`src/rtl/div_pkg.sv`:
```
// Shared types and helpers for the divider arbiter.
// State encoding, operand width and the request reject rule.
package div_pkg;

   localparam int W = 32;

   typedef enum logic [1:0] {
      IDLE = 2'd0,
      RUN  = 2'd1,
      FIX  = 2'd2,
      RESP = 2'd3
   } state_t;

   // A zero divisor, or a negative divisor in signed mode, cannot be served.
   function automatic logic reject(input logic [W-1:0] y,
                                   input logic         sgn);
      return (y == '0) || (sgn && y[W-1]);
   endfunction

endpackage

```
`src/rtl/div_arbiter_if.sv`:
```
// Client-side request/response bundle of the divider arbiter.
// master = requesters, slave = arbiter.
interface div_arbiter_if
   import div_pkg::*;
#(
   parameter int N = 2
);

   logic [N-1:0]   req_valid;
   logic [N-1:0]   req_ready;
   logic [N*W-1:0] req_x;
   logic [N*W-1:0] req_y;
   logic [N-1:0]   req_signed;
   logic [N-1:0]   rsp_valid;
   logic [W-1:0]   rsp_quot;
   logic [W-1:0]   rsp_rem;
   logic           rsp_err;

   modport master (
      output req_valid, req_x, req_y, req_signed,
      input  req_ready, rsp_valid, rsp_quot, rsp_rem, rsp_err
   );

   modport slave (
      input  req_valid, req_x, req_y, req_signed,
      output req_ready, rsp_valid, rsp_quot, rsp_rem, rsp_err
   );

endinterface

```
`src/rtl/div_arbiter_rr_pick.sv`:
```
// Round-robin picker: first valid after ptr, wrapping.
// Purely combinational; grant is one-hot or zero.
module rr_pick #(
   parameter int N  = 2,
   parameter int PW = 1
) (
   input  logic [N-1:0]  valid,
   input  logic [PW-1:0] ptr,
   output logic [N-1:0]  grant,
   output logic [PW-1:0] idx
);

   logic found;
   int   j;

   // Scan N slots starting just past the last winner.
   always_comb begin
      grant = '0;
      idx   = '0;
      found = 1'b0;
      j     = 0;
      for (int k = 1; k <= N; k++) begin
         j = int'(ptr) + k;
         if (j >= N) j = j - N;
         if (!found && valid[j[PW-1:0]]) begin
            found              = 1'b1;
            grant[j[PW-1:0]]   = 1'b1;
            idx                = j[PW-1:0];
         end
      end
   end

endmodule

```
`src/rtl/div_arbiter.sv`:
```
// Shares one iterative 32-bit divider among N requesters.
// Round-robin grant, floor-signed correction, early reject.
module div_arbiter
   import div_pkg::*;
#(
   parameter int N = 2
) (
   input  logic         clk,
   input  logic         rst,
   div_arbiter_if.slave bus,
   output logic         div_run,
   output logic [W-1:0] div_x,
   output logic [W-1:0] div_y,
   input  logic         div_stall,
   input  logic [W-1:0] div_quot,
   input  logic [W-1:0] div_rem
);

   localparam int PW = (N > 1) ? $clog2(N) : 1;

   state_t         state, nxt;
   logic [PW-1:0]  ptr;
   logic [PW-1:0]  owner;
   logic [N-1:0]   grant;
   logic [PW-1:0]  gidx;
   logic [W-1:0]   sel_x, sel_y;
   logic           sel_s;
   logic           rej;
   logic           xneg;
   logic [W-1:0]   qp, rp;
   logic [W-1:0]   fq, fr;
   logic [W-1:0]   quot_q, rem_q;
   logic           err_q;
   logic           take;

   rr_pick #(
      .N  (N),
      .PW (PW)
   ) u_pick (
      .valid (bus.req_valid),
      .ptr   (ptr),
      .grant (grant),
      .idx   (gidx)
   );

   // Operands of the candidate winner.
   always_comb begin
      sel_x = '0;
      sel_y = '0;
      sel_s = 1'b0;
      for (int i = 0; i < N; i++) begin
         if (grant[i]) begin
            sel_x = bus.req_x[i*W +: W];
            sel_y = bus.req_y[i*W +: W];
            sel_s = bus.req_signed[i];
         end
      end
   end

   assign rej  = reject(sel_y, sel_s);
   assign take = (state == IDLE) && (|grant);

   // State register.
   always_ff @(posedge clk or negedge rst) begin
      if (!rst) state <= IDLE;
      else      state <= nxt;
   end

   // Next state and handshake/strobe outputs.
   always_comb begin
      nxt           = state;
      div_run       = 1'b0;
      bus.req_ready = '0;
      bus.rsp_valid = '0;
      unique case (state)
         IDLE: begin
            bus.req_ready = rst ? grant : '0;
            if (|grant) nxt = rej ? RESP : RUN;
         end
         RUN: begin
            div_run = 1'b1;
            if (!div_stall) nxt = FIX;
         end
         FIX: nxt = RESP;
         RESP: begin
            bus.rsp_valid[owner] = 1'b1;
            nxt = IDLE;
         end
         default: nxt = IDLE;
      endcase
   end

   // Floor correction of the magnitude result for negative dividends.
   always_comb begin
      fq = qp;
      fr = rp;
      if (xneg) begin
         if (rp == '0) begin
            fq = -qp;
         end else begin
            fq = ~qp;
            fr = div_y - rp;
         end
      end
   end

   // Operand latch, raw result capture and response registers.
   always_ff @(posedge clk or negedge rst) begin
      if (!rst) begin
         ptr    <= PW'(N - 1);
         owner  <= '0;
         xneg   <= 1'b0;
         div_x  <= '0;
         div_y  <= '0;
         qp     <= '0;
         rp     <= '0;
         quot_q <= '0;
         rem_q  <= '0;
         err_q  <= 1'b0;
      end else begin
         if (take) begin
            owner <= gidx;
            ptr   <= gidx;
            xneg  <= sel_s & sel_x[W-1];
            if (rej) begin
               err_q  <= 1'b1;
               quot_q <= '0;
               rem_q  <= sel_x;
            end else begin
               err_q <= 1'b0;
               div_x <= (sel_s & sel_x[W-1]) ? -sel_x : sel_x;
               div_y <= sel_y;
            end
         end
         if (state == RUN && !div_stall) begin
            qp <= div_quot;
            rp <= div_rem;
         end
         if (state == FIX) begin
            quot_q <= fq;
            rem_q  <= fr;
         end
      end
   end

   assign bus.rsp_quot = quot_q;
   assign bus.rsp_rem  = rem_q;
   assign bus.rsp_err  = err_q;

endmodule
```
`src/flat_wrapper.sv`:
```
// flat-port wrapper written by rule: the top's interface ports become plain ports
module div_arbiter_flat import div_pkg::*;
#(
   parameter int N = 2
)
  (clk, rst, div_run, div_x, div_y, div_stall, div_quot, div_rem, bus_req_valid, bus_req_x, bus_req_y, bus_req_signed, bus_req_ready, bus_rsp_valid, bus_rsp_quot, bus_rsp_rem, bus_rsp_err);
  div_arbiter_if #(.N(N)) bus_i ();
  input  logic clk;
  input  logic rst;
  output logic div_run;
  output logic [W-1:0] div_x;
  output logic [W-1:0] div_y;
  input  logic div_stall;
  input  logic [W-1:0] div_quot;
  input  logic [W-1:0] div_rem;
  input wire logic [$bits(bus_i.req_valid)-1:0] bus_req_valid;
  input wire logic [$bits(bus_i.req_x)-1:0] bus_req_x;
  input wire logic [$bits(bus_i.req_y)-1:0] bus_req_y;
  input wire logic [$bits(bus_i.req_signed)-1:0] bus_req_signed;
  output wire logic [$bits(bus_i.req_ready)-1:0] bus_req_ready;
  output wire logic [$bits(bus_i.rsp_valid)-1:0] bus_rsp_valid;
  output wire logic [$bits(bus_i.rsp_quot)-1:0] bus_rsp_quot;
  output wire logic [$bits(bus_i.rsp_rem)-1:0] bus_rsp_rem;
  output wire logic [$bits(bus_i.rsp_err)-1:0] bus_rsp_err;
  assign bus_i.req_valid = bus_req_valid;
  assign bus_i.req_x = bus_req_x;
  assign bus_i.req_y = bus_req_y;
  assign bus_i.req_signed = bus_req_signed;
  assign bus_req_ready = bus_i.req_ready;
  assign bus_rsp_valid = bus_i.rsp_valid;
  assign bus_rsp_quot = bus_i.rsp_quot;
  assign bus_rsp_rem = bus_i.rsp_rem;
  assign bus_rsp_err = bus_i.rsp_err;
  div_arbiter #(.N(N)) u_core (.clk(clk), .rst(rst), .bus(bus_i), .div_run(div_run), .div_x(div_x), .div_y(div_y), .div_stall(div_stall), .div_quot(div_quot), .div_rem(div_rem));
endmodule
```
`config.mk`:
```
export PLATFORM = sky130hd
export DESIGN_NAME = div_arbiter_flat
export DESIGN_NICKNAME = d
export VERILOG_FILES = /design/src/rtl/div_pkg.sv /design/src/rtl/div_arbiter_if.sv /design/src/rtl/div_arbiter_rr_pick.sv /design/src/rtl/div_arbiter.sv /design/src/flat_wrapper.sv
export SDC_FILE = /design/constraint.sdc
export NUM_CORES = 1
export LEC_CHECK = 0
export CORE_UTILIZATION = 44
export CTS_BUF_LIST = sky130_fd_sc_hd__clkbuf_16
export CTS_CLUSTER_DIAMETER = 60
export DETAILED_ROUTE_END_ITERATION = 8
export PLACE_DENSITY_LB_ADDON = 0.08
export REMOVE_ABC_BUFFERS = 1
export SYNTH_ARGS = -nofsm -noshare
export SYNTH_HDL_FRONTEND = slang
export SYNTH_SLANG_ARGS = --single-unit
```
`constraint.sdc`:
```
create_clock -name clk -period 3.4 [get_ports clk]
set_input_delay 0.68 -clock clk [delete_from_list [all_inputs] [get_ports clk]]
set_output_delay 0.68 -clock clk [all_outputs]
set_load 0.1 [all_outputs]
```
==> qor.log, run 1 <==
qor: worst_setup_path.cp.arrival 3.66 ns
qor: die.dieWidth 165 um
qor: placed_design.hpwl 31.8 mm
qor: placed_design.replace_congestion 0.934
qor: sta.layout_min_cycle_time 3.33 ns
qor: synth.synthFlopType dfrtp_1
qor: synth.compound_cell_area_share_of_the_yosys_netlist 24.4%
qor: synth.synth.most_common_cell nand2_1
qor: synth.ys_async_sr_fraction 100%
qor: sta.clock.fmax 300 MHz
qor: global_route.grt_util_all_layers 29.9%
qor: sta.rsz_0062_raised_after_global_routing false
qor: synth.synth-edff-count 0
qor: route.number_of_design_rule_violations_left_by_the_first_detailed_router_iteration 953
qor: route.detail_route.wirelength.met1 18.5 mm
qor: synth.synthesis.area_per_instance 8.85 um2
qor: cells_and_area.layoutNonFillerInstCount 2,021
qor: synth.post_synth_xor_area_fraction 5.91%
qor: global_route.antenna_found_initial 0
qor: sta.finalSetupViolCount 0
qor: cells_and_area.final_net_count 1,909
qor: synth.ys.warnings.count 0
qor: route.met2_length 18.6 mm
qor: global_route.first_global_vias 10,900
qor: synth.postSynthRegisterBits 198
qor: die.die_area 27,200 um2
qor: route.routed_wirelength 40.7 mm
qor: global_route.grt_start_max_net_pins 98
qor: cts.clock_sink_count 198
qor: synth.synth_top_family_by_area compound AO/OA/AOI/OAI gates
qor: sta.hold_violations 0
qor: route.drt_pass1_iterations 8
qor: die.initial_utilization 44.9%
qor: placed_design.io_buffers 332
qor: cts.clk_transition_reported_paths 0.09 ns
qor: worst_setup_path.path_class flop to flop
qor: sta.final.setup_skew 0.0139 ns
qor: cts.cts_hold_buf 0
qor: die.floorplan.io_pins 333
qor: global_route.grt_first_pass_wirelength 61.9 mm
qor: die.rows 59
qor: route.detailroute.via_count 11,600
qor: cells_and_area.syn2layout_area_growth 38.9%
qor: placed_design.place_inst 1,988
qor: worst_setup_path.worstPathRequired 3.73 ns
qor: sta.worstMarginPinSlew 1.02 ns
qor: cts.tritoncts.num_buffers 17
qor: cts.cts_tree yes
qor: die.coreArea 26,100 um2
qor: worst_setup_path.critPathLaunchType flop
qor: cts.root_buffer clkbuf_16
qor: cts.clock_tree.buffer_depth 2
qor: route.met3_length 2.51 mm
qor: route.routedWlPerCell 20.1 um
qor: synth.synth.area.top_cells dfrtp_1, o21ai_0, nand2_1, ha_1, mux2_2
qor: worst_setup_path.crit_fanout 5
qor: cts.maximum_level_of_the_cts_h_tree 4
qor: route.ant_nets 0
qor: cells_and_area.layout-drive-gt1-share 17.0%
qor: outcome.run_status completed
qor: sta.maxSlewViolCount 0
qor: worst_setup_path.end_kind flop
qor: synth.post_synth_most_frequent_cells nand2_1, dfrtp_1, o21ai_0
qor: run.timing.max_cap.violations 0
qor: cts.clkLatencyLatePin 0.45 ns
qor: route.remaining_drc_errors 0
qor: sta.worst_slew_margin_rel 31.9%
qor: synth.mappedNetlistArea 11,700 um2
qor: sta.final_min_period_over_clock_period 98.0%
qor: hold_path.hp-class input pin to asynchronous set/reset pin
qor: synth.synth_fa_ha_area_share 4.13%
qor: route.viasPerCell 5.74
qor: synth.gate_count_after_technology_mapping 1,322
qor: synth.synthMuxAreaShare 3.61%
qor: synth.synth_sequential_area_ratio 42.4%
qor: global_route.global_route.overflow_total 0
qor: die.die_y 165 um
qor: synth.netlist-cell-type-count 64
qor: synth.post-synth-top-area-cell dfrtp_1
qor: synth.post-synth-top-area-fraction 42.1%
qor: route.top_layer met4
qor: synth.synth_simple_gate_area_share 15.4%
cell families (layout without fill, tap and decap cells):
logic type | after synthesis | count (layout)
compound gates | 445 | 445
xor+xnor | 79 | 79
fa+ha+maj | 38 | 38
buf+inv | 131 | 494
flops | 198 | 198
mux | 38 | 38
other cells | 0 | 1
simple gates | 393 | 393
final timing paths:
kind                                                         from                             endpoint  slack, ns  cells after the start
worst max-delay path                    u_core.qp[10]$_DFFE_PN0P_  u_core.bus.rsp_quot[31]$_DFFE_PN0P_       0.07                      8
worst min-delay path                                          rst          u_core.div_x[4]$_DFFE_PN0P_       0.11                      1
worst max register to register          u_core.qp[10]$_DFFE_PN0P_  u_core.bus.rsp_quot[31]$_DFFE_PN0P_       0.07                      8
worst min register to register  u_core.bus.rsp_rem[4]$_DFFE_PN0P_    u_core.bus.rsp_rem[4]$_DFFE_PN0P_       0.48                      2
max in group asynchronous                                     rst            u_core.rp[18]$_DFFE_PN0P_       2.14                      2
min in group clk                u_core.bus.rsp_rem[4]$_DFFE_PN0P_    u_core.bus.rsp_rem[4]$_DFFE_PN0P_       0.48                      2
metal layers:
layer,GRT usage [%],up-vias
met1,41.8,5506
met2,46.9,496
met3,4.77,65
met4,10.5,0
li1,-,5528
met5,0,-
per-stage QoR:
| stage | cell area, um2 | setup TNS, ns | utilization [%] | hold slack [ns] | setup slack, ns |
|---|---|---|---|---|---|
| 2_1_floorplan | 11400 | -455.07 | - | 0.384 | -3.07 |
| 3_3_place_gp | 15600 | -0.0557 | 60.0 | 0.455 | -0.0232 |
| 3_5_place_dp | 15600 | -0.887 | 60.0 | 0.463 | -0.121 |
| 4_1_cts | 16200 | 0 | 62.4 | 0.104 | 0.0562 |
| 5_1_grt | 16300 | 0 | 62.4 | 0.104 | 0.0135 |
| 6_report | 16300 | 0 | 62.4 | 0.109 | 0.0689 |
cells in the final DEF, fill, tap and decap left out, types with 14 or more instances in the layout:
master	count
a21o_1	16
a21oi_1	54
a22o_1	14
a22oi_1	39
a31oi_1	14
a32oi_1	27
buf_4	189
clkbuf_16	17
clkdlybuf4s50_1	220
dfrtp_1	197
ha_1	36
inv_1	42
mux2_2	34
nand2_1	202
nand3_1	21
nand4_1	14
nor2_1	56
nor3_1	15
nor4_1	20
o21ai_0	177
o31ai_1	19
xnor2_1	37
xor2_1	42
sequential cells by signal (all words and copies together), names as in the netlist:
| signal | count |
|---|---|
| u_core.bus.rsp_err | 1 |
| u_core.bus.rsp_quot | 32 |
| u_core.bus.rsp_rem | 32 |
| u_core.div_x | 32 |
| u_core.div_y | 32 |
| u_core.owner | 1 |
| u_core.ptr | 1 |
| u_core.qp | 32 |
| u_core.rp | 32 |
| u_core.state | 2 |
| u_core.xneg | 1 |
timing repair:
item | 4_1_cts | 5_1_grt
buffers inserted | 0 | 0
endpoints found under the setup margin | 0 | 1
gates resized for setup | 0 | 1
layout make-up:
| type | count | area (um2) |
|---|---|---|
| clock inverters | 15 | 180 |
| repair buffers | 419 | 3810 |
| inverters | 43 | 161 |
| multi-input cells | 993 | 6300 |
| flip-flops and latches | 198 | 4960 |
| diodes | 1 | 2.50 |
| well taps | 335 | 419 |
| clock buffers | 17 | 425 |
| fillers | 2328 | 9800 |
critical path, cell delays in order (launching register included):
cell and delay [ns]:
dfrtp_1 0.41, or4_4 0.56, or3_4 0.35, or4_4 0.50, or3_4 0.39, or3_4 0.37
o311ai_2 0.22, o21ai_1 0.11, a221o_1 0.31
Power of run 1 is left out: the tool's default activity adds up to more than one toggle a clock period on the data nets, which glitch-free logic cannot reach.
==> run 2: changes to the inputs <==
--- a/config.mk
+++ b/config.mk
@@ -5,6 +5,7 @@
 export SDC_FILE = /design/constraint.sdc
 export NUM_CORES = 1
 export LEC_CHECK = 0
+export CORE_MARGIN = 4
 export CORE_UTILIZATION = 44
 export CTS_BUF_LIST = sky130_fd_sc_hd__clkbuf_16
 export CTS_CLUSTER_DIAMETER = 60
==> constraint.sdc (replaced) <==
create_clock -name clk -period 2.9 [get_ports clk]
set_input_delay 0.435 -clock clk [delete_from_list [all_inputs] [get_ports clk]]
set_output_delay 0.435 -clock clk [all_outputs]
set_load 0.1 [all_outputs]
==> run 2 against run 1 <==
The flow now finishes with violations (negative setup slack). Setup slack lost 0.38 ns. Routed wire length grew 6.6%. Via count grew 4.1%. Die area grew 7.4%. Worst hold slack gained 0.37 ns. Utilization grew 5.0 points. Critical path type unchanged.
==> qor.log, run 2 (same netlist as run 1, synthesis figures left out) <==
qor: die.floorplan.io_pins 333
qor: cts.clkLatencyLatePin 0.44 ns
qor: sta.worst_slew_margin_rel 51.2%
qor: global_route.antenna_found_initial 0
qor: cts.maximum_level_of_the_cts_h_tree 4
qor: cts.clock_sink_count 198
qor: die.dieWidth 171 um
qor: cts.cts_tree yes
qor: worst_setup_path.critPathLaunchType flop
qor: placed_design.io_buffers 332
qor: die.rows 59
qor: cells_and_area.area_of_all_sequential_standard_cells 4960 um2
qor: route.routedWlPerCell 20.1 um
qor: global_route.grt_start_max_net_pins 111
qor: route.drt_pass1_iterations 7
qor: route.detailroute.via_count 12,100
qor: run.timing.max_cap.violations 0
qor: route.detail_route.wirelength.met1 19.8 mm
qor: die.coreArea 26,100 um2
qor: route.met2_length 19.6 mm
qor: sta.worstMarginPinSlew 0.732 ns
qor: sta.tns -1.88 ns
qor: global_route.global_route.overflow_total 0
qor: cells_and_area.layoutNonFillerInstCount 2,159
qor: sta.layout_min_cycle_time 3.21 ns
qor: outcome.failed_checks negative setup slack
qor: route.ant_nets 0
qor: global_route.grt_first_pass_wirelength 65.9 mm
qor: route.remaining_drc_errors 0
qor: hold_path.hp-class flop to flop
qor: cells_and_area.syn2layout_area_growth 50.5%
qor: cts.tritoncts.num_buffers 17
qor: cells_and_area.layout-drive-gt1-share 26.6%
qor: cells_and_area.layout_commonest_cell buf_4
qor: die.die_y 171 um
qor: worst_setup_path.end_kind flop
qor: worst_setup_path.worstPathRequired 3.24 ns
qor: cts.clk_transition_reported_paths 0.08 ns
qor: route.number_of_design_rule_violations_left_by_the_first_detailed_router_iteration 982
qor: cts.clock_tree.buffer_depth 2
qor: sta.maxSlewViolCount 0
qor: sta.final.setup_skew 0.0118 ns
qor: route.met3_length 3.05 mm
qor: die.initial_utilization 44.8%
qor: sta.finalSetupViolCount 12
qor: worst_setup_path.cp.arrival 3.54 ns
qor: cells_and_area.antenna_cells_inserted 0
qor: cells_and_area.multiInputGateArea 6560 um2
qor: placed_design.replace_congestion 0.924
qor: sta.postLayoutSetupSlackWorst -0.306 ns
qor: cells_and_area.final_net_count 2,048
qor: sta.rsz_0062_raised_after_global_routing true
qor: worst_setup_path.path_class flop to flop
qor: die.die_area 29,300 um2
qor: global_route.first_global_vias 11,800
qor: worst_setup_path.crit_fanout 4
qor: cells_and_area.most-common-layout-cells buf_4, nand2_1, clkdlybuf4s50_1, dfrtp_1, o21ai_0
qor: route.routed_wirelength 43.4 mm
qor: cts.root_buffer clkbuf_16
qor: route.top_layer met4
qor: sta.final_min_period_over_clock_period 111%
qor: cells_and_area.layout.filler_cells 2,212
qor: sta.clock.fmax 312 MHz
qor: route.viasPerCell 5.59
qor: sta.hold_violations 0
qor: outcome.run_status finished, violations left
qor: placed_design.hpwl 34.0 mm
qor: placed_design.place_inst 2,117
qor: global_route.grt_util_all_layers 28.7%
run 2: changes by cell type in the layout (fill, tap and decap cells not counted), moves of 3 or more:
| cell | delta |
|---|---|
| buf_12 | +7 |
| a21oi_1 | -6 |
| clkdlybuf4s50_1 | -23 |
| buf_4 | +151 |
| a21oi_2 | +6 |
| buf_6 | +3 |
| o31ai_1 | -3 |
| ha_1 | -4 |
| o21ai_1 | +7 |
| o21ai_0 | -10 |
| ha_4 | +3 |
run 2: final cells by class:
type	instances	share of cell area [%]
clock buffer	17	2.42
clock inverter	15	1.04
inverter	43	0.917
multi-input combinational	993	37.3
sequential	198	28.1
tap	335	2.38
timing repair buffer	558	27.8
run 2: final timing paths:
kind / startpoint / to / slack (ns) / cells after the start
min reg2reg: u_core.div_x[27]$_DFFE_PN0P_ / u_core.div_x[27]$_DFFE_PN0P_ / 0.48 / 2
max reg2reg: u_core.qp[10]$_DFFE_PN0P_ / u_core.bus.rsp_quot[31]$_DFFE_PN0P_ / -0.31 / 8
min: u_core.div_x[27]$_DFFE_PN0P_ / u_core.div_x[27]$_DFFE_PN0P_ / 0.48 / 2
min in group asynchronous: rst / u_core.owner$_DFFE_PN0P_ / 0.50 / 2
max in group asynchronous: rst / u_core.bus.rsp_quot[7]$_DFFE_PN0P_ / 1.34 / 3
max: u_core.qp[10]$_DFFE_PN0P_ / u_core.bus.rsp_quot[31]$_DFFE_PN0P_ / -0.31 / 8
run 2: per-layer routing:
layer / global-route usage (%) / up-vias
met5: 0 / -
met3: 4.85 / 62
li1: - / 5809
met1: 41.5 / 5752
met4: 7.48 / 0
met2: 45.1 / 443
run 2: critical path, cell delays in order (launching register included):
cell and delay [ns]:
dfrtp_1 0.39, or4_4 0.55, or3_4 0.34, or4_4 0.48, or3_4 0.36, or3_4 0.36
o311ai_2 0.22, o21ai_1 0.10, a221o_1 0.30
run 2: metrics by stage:
step	setup slack (ns)	hold slack, ns	util (%)	instance area [um2]
global placement	-0.386	0.373	63.6	16600
detailed placement	-0.423	0.374	63.6	16600
floorplan	-3.33	0.139	-	11400
global route	-0.398	0.507	67.4	17600
finish	-0.306	0.481	67.4	17600
CTS	-0.301	0.475	66.3	17300
run 2: timing repair:
item | in CTS | in global routing
hold endpoints to repair | 32 | 0
pin swaps | 5 | 22
resized for setup | 16 | 51
setup endpoints to repair | 20 | 42
buffers inserted | 3 | 6
hold buffers | 1 | 0
Power of run 2 is left out for the same reason.
